`config.mk`:
```
export PLATFORM = sky130hd
export DESIGN_NAME = fetch_pc_unit
export DESIGN_NICKNAME = d
export VERILOG_FILES = /design/src/rtl/fetch_pc_unit.sv
export SDC_FILE = /design/constraint.sdc
export NUM_CORES = 1
export LEC_CHECK = 0
export BUFFER_PORTS_ARGS = -buffer_cell sky130_fd_sc_hd__buf_2
export CELL_PAD_IN_SITES_DETAIL_PLACEMENT = 1
export CELL_PAD_IN_SITES_GLOBAL_PLACEMENT = 1
export CORE_ASPECT_RATIO = 0.9
export CORE_MARGIN = 4
export CORE_UTILIZATION = 25
export DETAILED_ROUTE_END_ITERATION = 10
export PLACE_DENSITY = 0.58
export SYNTH_ARGS = -nofsm -noshare
export SYNTH_HDL_FRONTEND = slang
export SYNTH_SLANG_ARGS = --single-unit
```
`constraint.sdc`:
```
create_clock -name clk -period 2.5 [get_ports clk]
set_clock_uncertainty 0.2 [all_clocks]
set_input_delay 0.5 -clock clk [delete_from_list [all_inputs] [get_ports clk]]
set_output_delay 0.5 -clock clk [all_outputs]
set_load 0.01 [all_outputs]
```
`src/rtl/fetch_pc_unit.sv`:
```
// Instruction-fetch front end: program counter, IF/ID pipeline register and retired-fetch counter.
// Optional build macro FETCH_MISALIGN_CHECK_EN aligns redirect targets and raises a sticky misalign flag.
module fetch_pc_unit #(
    parameter int                            PC_WIDTH_LENGTH   = 32,
    parameter int                            INST_WIDTH_LENGTH = 32,
    parameter logic [PC_WIDTH_LENGTH-1:0]    RESET_VECTOR      = 32'h0000_0000,
    parameter logic [INST_WIDTH_LENGTH-1:0]  NOP_INST          = 32'h0000_0013
) (
    input  logic                          clk,
    input  logic                          rst_n,
    input  logic                          stall_i,
    input  logic                          flush_i,
    input  logic                          redirect_i,
    input  logic [PC_WIDTH_LENGTH-1:0]    redirect_pc_i,
    input  logic [INST_WIDTH_LENGTH-1:0]  inst_i,
    output logic [PC_WIDTH_LENGTH-1:0]    pc_o,
    output logic [PC_WIDTH_LENGTH-1:0]    ifid_pc_o,
    output logic [PC_WIDTH_LENGTH-1:0]    ifid_pc_plus4_o,
    output logic [INST_WIDTH_LENGTH-1:0]  ifid_inst_o,
    output logic                          ifid_valid_o,
    output logic [31:0]                   fetch_cnt_o,
    output logic                          misalign_o
);

    localparam logic [PC_WIDTH_LENGTH-1:0] PC_STEP = PC_WIDTH_LENGTH'(4);

    logic [PC_WIDTH_LENGTH-1:0]   r_pc;
    logic [PC_WIDTH_LENGTH-1:0]   r_ifid_pc;
    logic [PC_WIDTH_LENGTH-1:0]   r_ifid_pc_plus4;
    logic [INST_WIDTH_LENGTH-1:0] r_ifid_inst;
    logic                         r_ifid_valid;
    logic [31:0]                  r_fetch_cnt;

    logic [PC_WIDTH_LENGTH-1:0]   w_pc_seq;
    logic [PC_WIDTH_LENGTH-1:0]   w_redirect_target;
    logic [PC_WIDTH_LENGTH-1:0]   w_pc_next;
    logic [PC_WIDTH_LENGTH-1:0]   w_ifid_pc_next;
    logic [PC_WIDTH_LENGTH-1:0]   w_ifid_pc_plus4_next;
    logic [INST_WIDTH_LENGTH-1:0] w_ifid_inst_next;
    logic                         w_ifid_valid_next;
    logic [31:0]                  w_fetch_cnt_next;

    // Sequential address wraps naturally modulo 2^PC_WIDTH_LENGTH.
    assign w_pc_seq = r_pc + PC_STEP;

`ifdef FETCH_MISALIGN_CHECK_EN
    logic r_misalign;
    logic w_misalign_set;

    assign w_redirect_target = {redirect_pc_i[PC_WIDTH_LENGTH-1:2], 2'b00};
    assign w_misalign_set    = redirect_i & (redirect_pc_i[1:0] != 2'b00);

    // Sticky misalign flag, cleared only by reset.
    always_ff @(posedge clk) begin
        if (!rst_n) begin
            r_misalign <= 1'b0;
        end else if (w_misalign_set) begin
            r_misalign <= 1'b1;
        end else begin
            r_misalign <= r_misalign;
        end
    end

    assign misalign_o = r_misalign;
`else
    assign w_redirect_target = redirect_pc_i;
    assign misalign_o        = 1'b0;
`endif

    // Next fetch address: redirect beats stall, stall beats sequential.
    always_comb begin
        w_pc_next = w_pc_seq;
        if (redirect_i) begin
            w_pc_next = w_redirect_target;
        end else if (stall_i) begin
            w_pc_next = r_pc;
        end else begin
            w_pc_next = w_pc_seq;
        end
    end

    // Next IF/ID contents; a squash keeps the PC fields so downstream debug still sees the last address.
    always_comb begin
        w_ifid_pc_next       = r_ifid_pc;
        w_ifid_pc_plus4_next = r_ifid_pc_plus4;
        w_ifid_inst_next     = r_ifid_inst;
        w_ifid_valid_next    = r_ifid_valid;
        w_fetch_cnt_next     = r_fetch_cnt;
        if (redirect_i || flush_i) begin
            w_ifid_inst_next  = NOP_INST;
            w_ifid_valid_next = 1'b0;
        end else if (stall_i) begin
            w_ifid_valid_next = r_ifid_valid;
        end else begin
            w_ifid_pc_next       = r_pc;
            w_ifid_pc_plus4_next = w_pc_seq;
            w_ifid_inst_next     = inst_i;
            w_ifid_valid_next    = 1'b1;
            w_fetch_cnt_next     = r_fetch_cnt + 32'd1;
        end
    end

    // State registers with synchronous active-low reset.
    always_ff @(posedge clk) begin
        if (!rst_n) begin
            r_pc            <= RESET_VECTOR;
            r_ifid_pc       <= {PC_WIDTH_LENGTH{1'b0}};
            r_ifid_pc_plus4 <= PC_STEP;
            r_ifid_inst     <= NOP_INST;
            r_ifid_valid    <= 1'b0;
            r_fetch_cnt     <= 32'd0;
        end else begin
            r_pc            <= w_pc_next;
            r_ifid_pc       <= w_ifid_pc_next;
            r_ifid_pc_plus4 <= w_ifid_pc_plus4_next;
            r_ifid_inst     <= w_ifid_inst_next;
            r_ifid_valid    <= w_ifid_valid_next;
            r_fetch_cnt     <= w_fetch_cnt_next;
        end
    end

    assign pc_o            = r_pc;
    assign ifid_pc_o       = r_ifid_pc;
    assign ifid_pc_plus4_o = r_ifid_pc_plus4;
    assign ifid_inst_o     = r_ifid_inst;
    assign ifid_valid_o    = r_ifid_valid;
    assign fetch_cnt_o     = r_fetch_cnt;

endmodule

```
==> results list <==
- Outcome: completed
- Cell count after placement: 1,370
- For this run, asynchronously set or reset flops after synthesis account for 0.
* Total I/O pin count: 231
* Post-Syn Area: 0.006724 sq mm
- VDD sags by at most 0.3816 mV.
- Cell chosen for the clock root: sky130_fd_sc_hd__clkbuf_16
* Via density per instance: 4.623
- Non-Filler Cell Area, Final: 0.009181 sq mm
- Of the post-synthesis cell area, the dominant cell type holds 0.4734.
- Die area: 0.02959 sq mm
- The worst hold path belongs to the class in2reg.
- Count of final setup violators: 0
- The net count of the finished layout is 1,112.
* Final Wtd Congestion: 0.7749
- Largest fanout on the critical path: 5
- Cell depth of the worst min-delay path: 3
- Hold repair after CTS inserted 0 buffers.
* Kind of critical path: reg2reg
- In the final routed layout, each cell accounts on average for 16.81 um.
- Count of buffers inserted at the top-level ports: 229
- Antenna violations before repair: 1
* Net switching power: 1.557 mW
- Fraction of layout cells with a size suffix above 1: 0.3121
- Post-synthesis sequential element count: 159
- The final max-slew violation count is 0.
- Largest net degree at the start of global routing: 55
* Unrepaired setup endpoints after global routing: false
- The total overflow left after global routing is 0.
- First-pass iteration count of the detailed router: 4
* Floorplan die height: 163.6 um
- Sequential Power Share: 0.446
- WP data required: 2.65 ns
- At the pin with the least slew margin, the transition time is 0.5660 ns.
- HPWL after detailed placement: 17,300 um
- In the synthesized netlist the dominant register cell turns out to be sky130_fd_sc_hd__dfxtp_1.
- Synthesis produced a netlist whose cell count is 794.
- Relative max-transition margin: 0.6226
- Crit path capture type: flop
- Clock buffer count from CTS: 17
* Fin crit share: 0.9226
- Yosys mapped the design onto 38 distinct sky130hd cell types.
* Core area: 0.02628 sq mm
- On the final layout, the worst hold slack is 0.1084 ns.
* H-tree Lvls: 4
- Combinational share of power: 0.097
* Maximum clock frequency: 433.6 MHz
* Area taken by multi-input logic gates: 0.003247 sq mm
- The count of nets left with antenna violations once routing finished came out at 0.
* Max_cap viols: 0
- Worst Setup Start Kind: flop
- In this run the horizontal extent of the chip is 180.9 um.
- The initialized floorplan defines 56 standard-cell rows.
- Post-CTS clock slew at the launch and capture registers of the worst setup and hold paths: 0.07 ns
- Fraction of power spent switching nets: 0.2611
- Iter 0 DRT Violations: 260
- Layout-stage area growth over the synthesis result: 36.55%
- In this run the power density over the cells is 649.4 mW/mm^2.
- Sink count of the clock tree: 159
- PostCTS Resize Cnt: 0
* Sequential share of the synthesized area: 0.4734
* Clock tree from TritonCTS: done
- Overall track demand over capacity in global routing: 0.1585
- Final-report hold violation count: 0
- Setup total negative slack: 0 ns
* Vias post-DR: 6,482
* Placed inst area: 0.008574 sq mm
- The number of setup buffers added after CTS is 0.
- Leakage dissipation: 3.927 nW
* Arrival time reported for the critical path endpoint: 2.46 ns
* DRC: 0
* Fill count: 3,189
- Synthesized Nets: 865
* WL final: 23,570 um
- The first global-routing pass estimated 37,580 um of wire.
* Insertion delay of the later-clocked pin in the worst-skew pair: 0.42 ns
- Area occupied by registers: 0.003183 sq mm
* Number of enable-type register cells in the synthesized netlist: 0
- Leading cell types by total area after synthesis: sky130_fd_sc_hd__dfxtp_1, sky130_fd_sc_hd__a21oi_1, sky130_fd_sc_hd__xor2_1, sky130_fd_sc_hd__mux2i_1, sky130_fd_sc_hd__nand2_1
* Post-Syn Area per Cell: 8.468 sq um
* Yosys synthesis warning count: 0
* Internal: 4.406 mW
- Clock network power share: 0.457
- Buffer levels on the longest clock path: 2
* Number of antenna repair diodes: 0
- The initial utilization of the core area, before any placement, comes to 0.2559.
- The completed layout was analyzed and its total power is 5.963 mW.
- Number of cells traversed by the worst register-to-register path: 4
- Number of standard cells in the layout, taps in and fillers out: 1,402
- The clock period could shrink to 2.306 ns.
- Cell type with the highest aggregate area in the netlist: sky130_fd_sc_hd__dfxtp_1
- Number of global-route vias before repair: 6,649
## cells by family after synthesis
kind of cell,Yosys count,synth area share
muxes,35,0.05210
AOI/OAI and AO/OA,157,0.1232
buffers and inverters,73,0.04447
and+or+nand+nor,292,0.2049
other,1,0.0005577
xor gates and xnor gates,75,0.09769
adders and majority gates,2,0.003721
DFF,159,0.4734
## stage by stage
step / setup WS, ns / util
3_5_place_dp: -0.1855 / 0.3263
5_1_grt: 0.002037 / 0.3494
6_report: 0.1936 / 0.3494
4_1_cts: 0.1854 / 0.3494
2_1_floorplan: -0.004965 / -
3_3_place_gp: -0.1854 / 0.3263
## critical path: stages (launching register included)
cell and delay, ns:
sky130_fd_sc_hd__dfxtp_1 0.32, sky130_fd_sc_hd__or4b_1 0.48, sky130_fd_sc_hd__or4_1 0.60, sky130_fd_sc_hd__or4_1 0.49, sky130_fd_sc_hd__a21oi_1 0.14
## cells in the final DEF (no fill, tap or decap), drive strengths merged, types with 6 or more instances in the layout
master,count
nor4,8
nand3,34
xnor2,32
o21ai,55
nand4,21
a21oi,84
inv,12
clkbuf,19
a211oi,6
buf,293
dfxtp,159
mux2i,35
and4,8
nor3,11
or3,10
nor2,84
and3,9
xor2,43
nand2,92
## cell usage after synthesis (all sizes together) (7+ instances only)
master    n
a21oi    84
and3      9
and4      8
buf      11
clkbuf   54
dfxtp   159
inv       7
mux2i    35
nand2    92
nand3    34
nand4    21
nor2     84
nor3     11
nor4      8
o21ai    55
or3      10
xnor2    32
xor2     43
## final timing paths
check | slack [ns] | from | to
hold reg to reg | 0.25 | ifid_valid_o | ifid_valid_o
setup reg to reg | 0.19 | fetch_cnt_o[2] | fetch_cnt_o[24]
setup / recovery | 0.19 | fetch_cnt_o[2] | fetch_cnt_o[24]
hold / removal | 0.11 | inst_i[7] | ifid_inst_o[7]
## registers in the layout, summed over array words and instances (netlist names)
signal and count:
pc_o 32, fetch_cnt_o 32, ifid_inst_o 32, ifid_pc_plus4_o 30, ifid_pc_o 32, ifid_valid_o 1
## per-layer routing
layer	up-vias	track usage	wire length, um
met5	-	0	13
met3	23	0.04698	1373
met1	3108	0.2118	11250
li1	3206	-	-
met2	143	0.2512	10580
met4	2	0.04227	348
## layout make-up
class,count,area share
Clock inverter,13,0.01676
Tap cell,348,0.04742
Timing Repair Buffer,293,0.1829
Inverter,8,0.003271
Sequential cell,159,0.3467
Clock buffer,19,0.04933
Multi-Input combinational cell,562,0.3536
## power groups by stage
stage	sequential (mW)	combinational, mW	clock (mW)
finish	2.66	0.577	2.72
global route	2.67	0.646	2.94
CTS	2.66	0.589	2.82
detailed placement	2.72	0.587	0
global placement	2.72	0.583	0
floorplan	2.76	0.257	0
No activity file was read; power rests on OpenSTA's default activity.
